[src/rtl/dc_fu_dma_pkg.sv]
// Shared types and helpers for the fetching-unit DMA frame address generator.
package dc_fu_dma_pkg;

    typedef enum logic [1:0] {
        AG_IDLE  = 2'd0,
        AG_CALC  = 2'd1,
        AG_ISSUE = 2'd2,
        AG_DONE  = 2'd3
    } dc_fu_dma_ag_state_t;

    // Default beat size and burst cap; the generator's parameters default from these.
    localparam int BEAT_BYTES = 2;
    localparam int MAX_BEATS  = 16;

    function automatic logic [31:0] min3(input logic [31:0] a,
                                         input logic [31:0] b,
                                         input logic [31:0] c);
        logic [31:0] m;
        m = (a < b) ? a : b;
        return (m < c) ? m : c;
    endfunction

endpackage

[src/rtl/dc_fu_dma_burst_len_calc.sv]
// Combinational burst sizing: clamps a burst to the remaining beats, the burst cap
// and the distance to the next no-cross boundary.
module dc_fu_dma_burst_len_calc
    import dc_fu_dma_pkg::*;
#(
    parameter int AXI_ARADDR_WIDTH = 32,
    parameter int WORDS_WIDTH      = 17,
    parameter int MAX_BURST_LEN    = 4,
    parameter int READ_DATA_SIZE   = 1,
    parameter int BOUNDARY_LOG2    = 12
) (
    input  logic [AXI_ARADDR_WIDTH-1:0] cur_addr,
    input  logic [WORDS_WIDTH-1:0]      words_left,
    output logic [MAX_BURST_LEN:0]      len,
    output logic [7:0]                  arlen
);

    logic [31:0] offset;
    logic [31:0] to_bound;
    logic [31:0] min_w;
    logic        unused_addr_hi;

    // Only the offset inside the boundary window matters for the clamp.
    assign unused_addr_hi = ^cur_addr[AXI_ARADDR_WIDTH-1:BOUNDARY_LOG2];

    always_comb begin
        offset   = 32'(cur_addr[BOUNDARY_LOG2-1:0]);
        to_bound = ((32'd1 << BOUNDARY_LOG2) - offset) >> READ_DATA_SIZE;
        min_w    = min3(32'(words_left), 32'd1 << MAX_BURST_LEN, to_bound);
        len      = min_w[MAX_BURST_LEN:0];
        arlen    = 8'(min_w - 32'd1);
    end

endmodule

[src/rtl/dc_fu_dma_frame_addr_gen.sv]
// Frame-level AXI AR generator: walks line_count lines of a 2-D frame and emits
// boundary-safe bursts with a full valid/ready handshake.
module dc_fu_dma_frame_addr_gen
    import dc_fu_dma_pkg::*;
#(
    parameter int FETCH_WORD_COUNT_WIDTH = 16,
    parameter int LINE_COUNT_WIDTH       = 12,
    parameter int AXI_ARADDR_WIDTH       = 32,
    parameter int MAX_BURST_LEN          = $clog2(MAX_BEATS),
    parameter int READ_DATA_SIZE         = $clog2(BEAT_BYTES),
    parameter int BOUNDARY_LOG2          = 12
) (
    input  logic                              clk,
    input  logic                              nrst,
    input  logic                              en,
    input  logic                              start_fetch,
    input  logic [FETCH_WORD_COUNT_WIDTH-1:0] fetch_word_count,
    input  logic [LINE_COUNT_WIDTH-1:0]       line_count,
    input  logic [AXI_ARADDR_WIDTH-1:0]       base_addr,
    input  logic [AXI_ARADDR_WIDTH-1:0]       line_stride,
    output logic                              busy,
    output logic                              done,
    output logic                              unaligned_read,
    output logic                              axi_arvalid,
    input  logic                              axi_arready,
    output logic [AXI_ARADDR_WIDTH-1:0]       axi_araddr,
    output logic [7:0]                        axi_arlen,
    output logic [FETCH_WORD_COUNT_WIDTH:0]   words_left,
    output logic [LINE_COUNT_WIDTH-1:0]       lines_left
);

    localparam int WLW = FETCH_WORD_COUNT_WIDTH + 1;
    localparam int AW  = AXI_ARADDR_WIDTH;
    localparam logic [AW-1:0] LOW_MASK = AW'((1 << READ_DATA_SIZE) - 1);

    dc_fu_dma_ag_state_t    state;
    logic [AW-1:0]          cur_addr;
    logic [AW-1:0]          line_base;
    logic [AW-1:0]          stride_r;
    logic [WLW-1:0]         beats_per_line;
    logic [MAX_BURST_LEN:0] len_r;
    logic                   valid_r;

    logic [MAX_BURST_LEN:0] calc_len;
    logic [7:0]             calc_arlen;
    logic                   start_unal;
    logic [WLW-1:0]         start_beats;
    logic [WLW-1:0]         next_words;
    logic [AW-1:0]          next_addr;
    logic [AW-1:0]          next_line;

    dc_fu_dma_burst_len_calc #(
        .AXI_ARADDR_WIDTH (AW),
        .WORDS_WIDTH      (WLW),
        .MAX_BURST_LEN    (MAX_BURST_LEN),
        .READ_DATA_SIZE   (READ_DATA_SIZE),
        .BOUNDARY_LOG2    (BOUNDARY_LOG2)
    ) u_burst_len_calc (
        .cur_addr   (cur_addr),
        .words_left (words_left),
        .len        (calc_len),
        .arlen      (calc_arlen)
    );

    // A misaligned base costs one extra beat to cover the trailing partial word.
    assign start_unal  = |base_addr[READ_DATA_SIZE-1:0];
    assign start_beats = {1'b0, fetch_word_count} + WLW'(start_unal);
    assign next_words  = words_left - WLW'(len_r);
    assign next_addr   = cur_addr + (AW'(len_r) << READ_DATA_SIZE);
    assign next_line   = line_base + stride_r;

    assign axi_arvalid = valid_r && en;

    always_ff @(posedge clk or negedge nrst) begin
        if (!nrst) begin
            state          <= AG_IDLE;
            busy           <= 1'b0;
            done           <= 1'b0;
            unaligned_read <= 1'b0;
            valid_r        <= 1'b0;
            axi_araddr     <= '0;
            axi_arlen      <= '0;
            words_left     <= '0;
            lines_left     <= '0;
            cur_addr       <= '0;
            line_base      <= '0;
            stride_r       <= '0;
            beats_per_line <= '0;
            len_r          <= '0;
        end else if (en) begin
            case (state)
                AG_IDLE: begin
                    if (start_fetch) begin
                        unaligned_read <= start_unal;
                        if (fetch_word_count == '0 || line_count == '0) begin
                            words_left <= '0;
                            lines_left <= '0;
                            done       <= 1'b1;
                            state      <= AG_DONE;
                        end else begin
                            line_base      <= base_addr & ~LOW_MASK;
                            cur_addr       <= base_addr & ~LOW_MASK;
                            stride_r       <= line_stride;
                            beats_per_line <= start_beats;
                            words_left     <= start_beats;
                            lines_left     <= line_count;
                            busy           <= 1'b1;
                            state          <= AG_CALC;
                        end
                    end
                end
                AG_CALC: begin
                    axi_araddr <= cur_addr;
                    axi_arlen  <= calc_arlen;
                    len_r      <= calc_len;
                    valid_r    <= 1'b1;
                    state      <= AG_ISSUE;
                end
                AG_ISSUE: begin
                    if (axi_arready) begin
                        valid_r <= 1'b0;
                        if (next_words != '0) begin
                            cur_addr   <= next_addr;
                            words_left <= next_words;
                            state      <= AG_CALC;
                        end else if (lines_left > LINE_COUNT_WIDTH'(1)) begin
                            line_base  <= next_line;
                            cur_addr   <= next_line;
                            words_left <= beats_per_line;
                            lines_left <= lines_left - LINE_COUNT_WIDTH'(1);
                            state      <= AG_CALC;
                        end else begin
                            words_left <= '0;
                            lines_left <= '0;
                            busy       <= 1'b0;
                            done       <= 1'b1;
                            state      <= AG_DONE;
                        end
                    end
                end
                AG_DONE: begin
                    done  <= 1'b0;
                    state <= AG_IDLE;
                end
                default: state <= AG_IDLE;
            endcase
        end
    end

    // Dropping en under a pending AR would retract a valid, which AXI forbids.
    a_en_hold: assert property (@(posedge clk) disable iff (!nrst)
        !(busy && valid_r && !en))
        else $error("en deasserted while an AR request is pending");

endmodule

[config.mk]
export PLATFORM = sky130hd
export DESIGN_NAME = dc_fu_dma_frame_addr_gen
export DESIGN_NICKNAME = d
export VERILOG_FILES = /design/src/rtl/dc_fu_dma_pkg.sv /design/src/rtl/dc_fu_dma_burst_len_calc.sv /design/src/rtl/dc_fu_dma_frame_addr_gen.sv
export SDC_FILE = /design/constraint.sdc
export NUM_CORES = 1
export LEC_CHECK = 0
export BUFFER_PORTS_ARGS = -buffer_cell sky130_fd_sc_hd__buf_2
export CAP_MARGIN = 25
export CORE_AREA = 10 10 247 131
export CTS_CLUSTER_SIZE = 24
export DETAILED_ROUTE_END_ITERATION = 16
export DIE_AREA = 0 0 257 141
export GPL_TIMING_DRIVEN = 0
export PLACE_DENSITY_LB_ADDON = 0.15
export SLEW_MARGIN = 25
export SYNTH_ARGS = -nofsm -noshare
export SYNTH_HDL_FRONTEND = slang
export SYNTH_SLANG_ARGS = --single-unit
[constraint.sdc]
create_clock -name clk -period 3.9 [get_ports clk]
set_clock_uncertainty 0.2 [all_clocks]
set_input_delay 0.195 -clock clk [delete_from_list [all_inputs] [get_ports clk]]
set_output_delay 0.195 -clock clk [all_outputs]
set_load 0.05 [all_outputs]
After elaboration in Yosys (flattened, before gate mapping)
Index checks and enable logic that the tools add are counted.
{"block": "classes", "bitwise_logic": 1, "add_sub_neg": 7, "n_eq_ne": 11, "magnitude_cmp": 3, "muxes": 43, "n_reduce_logical": 20}
{"op": "$mux W32", "n": 7}
{"op": "$pmux W32 S2", "n": 2}
{"op": "$mux W17", "n": 6}
{"op": "$mux W12", "n": 5}
{"op": "$pmux W17 S2", "n": 1}
{"op": "$add A32 B32 Y32", "n": 1}
{"op": "$add A32 B6 Y32", "n": 1}
{"op": "$lt A17 B31 Y1", "n": 1}
{"op": "$pmux W12 S2", "n": 1}
{"op": "$reduce_and A7 Y1", "n": 3}
{"op": "$add A16 B1 Y17", "n": 1}
{"op": "$lt A17 B5 Y1 const B", "n": 1}
{"op": "$reduce_bool A17 Y1", "n": 1}
{"op": "$sub A17 B5 Y17", "n": 1}
{"op": "$logic_not A16 Y1", "n": 1}
{"op": "$ne A2 B2 Y1 const B", "n": 7}
{"op": "$sub A13 B12 Y14 const A", "n": 1}
{"op": "$gt A12 B1 Y1 const B", "n": 1}
{"op": "$logic_not A12 Y1", "n": 1}
{"op": "$sub A12 B1 Y12 const B", "n": 1}
{"op": "$mux W1", "n": 11}
{"op": "$mux W2", "n": 5}
{"op": "$reduce_and A3 Y1", "n": 3}
{"op": "$mux W8", "n": 1}
{"op": "other kinds (17)", "n": 21}
{"block": "totals", "input_bits": 97, "register_bits": 193, "elab_cells": 99, "out_inout_bits": 73}

Longest topological paths before layout
{"block": "depth", "depth_word": 5, "mapped_depth": 20, "depth_no_buf": 19}

Cells and area by module
A second synthesis with hierarchy kept.
{"block": "unflattened", "hier_cells": 1429, "hier_area_um2": 12781.0}
{"module": "dc_fu_dma_frame_addr_gen", "seq_area_each_um2": 4829.6, "area_per_inst_um2": 11803.8, "cells_each": 1301, "instances": 1}
{"module": "dc_fu_dma_burst_len_calc", "seq_area_each_um2": 0.0, "area_per_inst_um2": 977.2, "cells_each": 128, "instances": 1}

Least setup slack after synthesis
Ideal clock, no wire load.
{"block": "synth_timing", "kind": "register to register", "from": "register words_left[7]", "to": "register axi_arlen[6]", "path_slack_ps": -545, "arrival_ps": 4111, "period_less_slack_ps": 4445, "path_stages_with_launch": 19, "n_path_buf": 1, "required_time_ps": 3566, "setup_time_ps": 134, "cell_sequence": "dfrtp_1 -> or4_1 -> nor3_1 -> and3_1 -> clkbuf_1 -> inv_1 -> ha_1 -> a21o_1 -> a21o_1 -> a21oi_1 -> o31ai_1 -> a221oi_2 -> mux2i_1 -> ha_1 -> nand2_1 -> o21ai_0 -> a21oi_1 -> a31oi_1 -> o21ai_0"}
{"block": "synth_between", "elab_chain_cells": 5}
{"element": "start: declaration", "line": "dc_fu_dma_frame_addr_gen.sv:28", "rtl": "output logic [FETCH_WORD_COUNT_WIDTH:0] words_left,"}
{"element": "start signal: assignment", "line": "dc_fu_dma_frame_addr_gen.sv:105", "rtl": "words_left <= start_beats;"}
{"element": "start signal: assignment", "line": "dc_fu_dma_frame_addr_gen.sv:124", "rtl": "words_left <= next_words;"}
{"element": "start signal: assignment", "line": "dc_fu_dma_frame_addr_gen.sv:129", "rtl": "words_left <= beats_per_line;"}
{"element": "$lt A17 B5 Y1", "line": "dc_fu_dma_pkg.sv:19", "rtl": "m = (a < b) ? a : b;"}
{"element": "$mux W17 *", "line": "dc_fu_dma_pkg.sv:19"}
{"element": "$lt A17 B31 Y1", "line": "dc_fu_dma_pkg.sv:20", "rtl": "return (m < c) ? m : c;"}
{"element": "$mux W8 *", "line": "dc_fu_dma_pkg.sv:20"}
{"element": "$sub A8 B1 Y8 *", "line": "dc_fu_dma_burst_len_calc.sv:31", "rtl": "arlen = 8'(min_w - 32'd1);"}
{"element": "end signal: assignment", "line": "dc_fu_dma_frame_addr_gen.sv:114", "rtl": "axi_arlen <= calc_arlen;"}
{"element": "end: declaration", "line": "dc_fu_dma_frame_addr_gen.sv:27", "rtl": "output logic [7:0] axi_arlen,"}
Mark *: on every way between the ends. The rest lies on a longest branch, timed or not.
A chain may end at the register's enable or synchronous reset.

Worst setup path after layout
{"block": "layout_timing", "from": "register words_left[8]", "to": "register axi_arlen[6]"}
Same word-level chain as after synthesis.

==> reports/qor.yml <==
status: "finished, violations left"
violations: "setup timing"
coreArea_um2: 28300
fmax_ghz: 0.2394
peakVddDrop_mv: 0.4313
start_util_pct: 43.94
drc: 0
startpoint_type: "register"
grt_pass1_vias: 12330
antenna_found_initial: 0
vias: 13110
whs_endpoint: "line_base[11]$_DFFE_PN0P_"
met3_length_mm: 6.974
yosys.area.top_type: "dfrtp_1"
clock_path_buffers: 2
drive_gt1_share_pct: 18.38
grt_setup_unrepaired: "true"
worstMarginPinSlew_ns: 1.108
nFillCells: 2667
gp_congestion: 0.9783
track_usage_pct: 26.63
required_ns: 4.03
die_y_um: 141
clock-sinks: 193
port_buffers: 169
grt_max_degree: 89
die_area_um2: 36240
synthTopCellsByArea: "dfrtp_1 39%, nand2_1 11%, ha_1 5.8%"
seq_area_frac_synth_pct: 38.84
worst-setup-path-type: "reg -> reg"
end_kind: "register"
netlist_area_um2: 12430
yosysUniqueCellTypes: 80
critPathLaunch: "words_left[8]$_DFFE_PN0P_"
leakage_nw: 7.305
arrival_ns: 4.31
timing.rr.start: "words_left[8]$_DFFE_PN0P_"
hold_start: "base_addr[11]"
pwr_density_cell_nw_per_um2: 955.1
dr.first_iter.drc_count: 1861
path_clk_slew_ns: 0.08
hold_viol_final: 0
die_w_um: 257
rows: 44
setup_slack_ns: -0.2776
whs_path_depth: 4
syn_to_final_growth_pct: 28.26
finalCritPeriodShare_pct: 107.1
grt_pass1_wl_mm: 74.55
synth_edf_count: 0
ys.flop_type: "dfrtp_1"
cap_violations: 0
r2r_slack_ns: -0.28
cts_tree: "built"
place_hpwl_mm: 37.42
cts-htree-levels: 4
min-delay-path-class: "in -> reg"
avgSynthCellArea_um2: 8.110
r2r-end: "axi_arlen[6]$_DFFE_PN0P_"
slew_violations: 0
period_minus_slack_ns: 4.178
final_util_pct: 56.35
first_pass_iters: 6
numCtsBuffers: 17
viasPerCell: 5.820
async_flop_share_pct: 100.0
relSlewSlack_pct: 25.21
routed_wl_mm: 49.56
setup_violations: 3
synth_top_area_share_pct: 38.84
syn_inst: 1533
synth.most_common_cell: "nand2_1"
clock-root-buffer: "clkbuf_16"
layout.nets: 2006
ant_nets: 0
synth-seq-cells: 193
wl_met2_mm: 18.96
grt_overflow_total: 0
pre_cts_slack_ns: -0.8017
r2r_cells: 17
wl_per_cell_um: 22.01
ios: 170
crit_path_max_fanout: 4
clock_latency_ns: 0.47
top_layer_used: "met4"
synthTopCellsByCount: "356 x nand2_1, 193 x dfrtp_1, 140 x o21ai_0"
n_antenna_cell: 0
wl_met1_mm: 22.90
yosys_warnings: 0
kinds of logic (layout without fill, tap and decap cells):
kind of cell    count (synthesis)  after routing  synth area share [%]
fa+ha+maj                      61             61                 6.320
simple gates                  662            662                 23.80
buf+inv                       120            442                 3.864
other cells                     1              7               0.03016
flops                         193            193                 38.84
compound gates                404            404                 20.44
xor+xnor                       79             79                 5.565
mux                            13             13                 1.137
area by class of cell:
class                           count  area, µm²  share of cell area [%]
Multi-Input combinational cell   1226       7428                   46.58
Sequential cell                   193       4838                   30.34
Timing Repair Buffer              291       2066                   12.95
Tap cell                          391      489.2                   3.068
Clock buffer                       20      466.7                   2.927
Buffer                             70      367.9                   2.307
Inverter                           49      191.4                   1.200
Clock inverter                     12      98.84                  0.6199
power breakdown:
part	internal, mW	switching [mW]	total, mW
logic	3.25	6.41	9.67
clock network	0.881	0.887	1.77
registers	2.93	0.864	3.80
registers in the layout (all words and copies together) (netlist names):
name	count
done	1
line_base	32
beats_per_line	17
valid_r	1
axi_araddr	32
lines_left	12
words_left	17
busy	1
state	2
len_r	5
unaligned_read	1
cur_addr	32
axi_arlen	8
stride_r	32
cell usage in the layout, fill, tap and decap left out, types with 9 or more instances in the layout:
cell type and n:
nand3_1 40, ha_1 55, buf_2 175, a21oi_1 80, or2_2 10, nor4_1 13
nor3_1 33, dlygate4sd3_1 85, o21a_1 16, xor2_1 35, o21ai_0 137, nor2b_1 12
nand2b_1 13, o31ai_1 10, xnor2_1 43, inv_1 46, a31oi_1 16, buf_4 31
nor2_1 107, a21o_1 15, nand4_1 18, clkbuf_16 18, o22ai_1 9, nand2_1 355
o211ai_1 15, dfrtp_1 186, clkbuf_1 44, mux2_2 9, a211oi_1 12
worst max-delay path by stage:
stage | endpoint | depth (start not counted)
2_1_floorplan | axi_arlen[6]$_DFFE_PN0P_ | 18
3_3_place_gp | words_left[5]$_DFFE_PN0P_ | 1
3_5_place_dp | line_base[1]$_DFFE_PN0P_ | 13
4_1_cts | axi_arlen[6]$_DFFE_PN0P_ | 18
5_1_grt | axi_arlen[6]$_DFFE_PN0P_ | 16
6_report | axi_arlen[6]$_DFFE_PN0P_ | 17
worst max-delay path, stage by stage, from the launching register on:
cell	delay, ns
dfrtp_2	0.44
or4_4	0.58
nor3_4	0.12
and3_4	0.28
inv_8	0.05
ha_4	0.23
a21o_1	0.16
a21o_1	0.19
a21oi_2	0.18
o31ai_4	0.10
a221oi_4	0.36
mux2i_2	0.31
ha_2	0.27
nand2_2	0.07
o21ai_1	0.13
a21oi_1	0.08
a31oi_1	0.21
o21ai_1	0.08
repair_timing:
action                                  CTS  global route
pin swaps                                11            18
cloned                                    1             1
endpoints found under the setup margin  108           102
gates resized for setup                  43            53
buffers inserted                         18            14
hold buffers                             86             0
endpoints found under the hold margin   214             0
routing by layer:
metal,global-route usage (%),vias to the layer above
li1,-,6030
met1,39.86,6244
met2,34.76,766
met3,9.870,67
met4,5.977,0
met5,0,-
metrics by stage:
stage / hold slack, ns / std cells / power, mW / instance area [µm²] / TNS [ns]
global route: 0.03727 / 2252 / 16.22 / 15950 / -1.268
CTS: 0.01378 / 2238 / 14.65 / 15670 / -0.5380
detailed placement: -0.1218 / 2101 / 12.47 / 13890 / -51.70
finish: 0.02919 / 2252 / 15.23 / 15950 / -0.6429
floorplan: -0.3006 / 1539 / 9.842 / 12490 / -0.4320
global placement: 0.1845 / 2099 / 12.33 / 13820 / -239.60
Note: power is estimated with default switching activity, not from simulation.
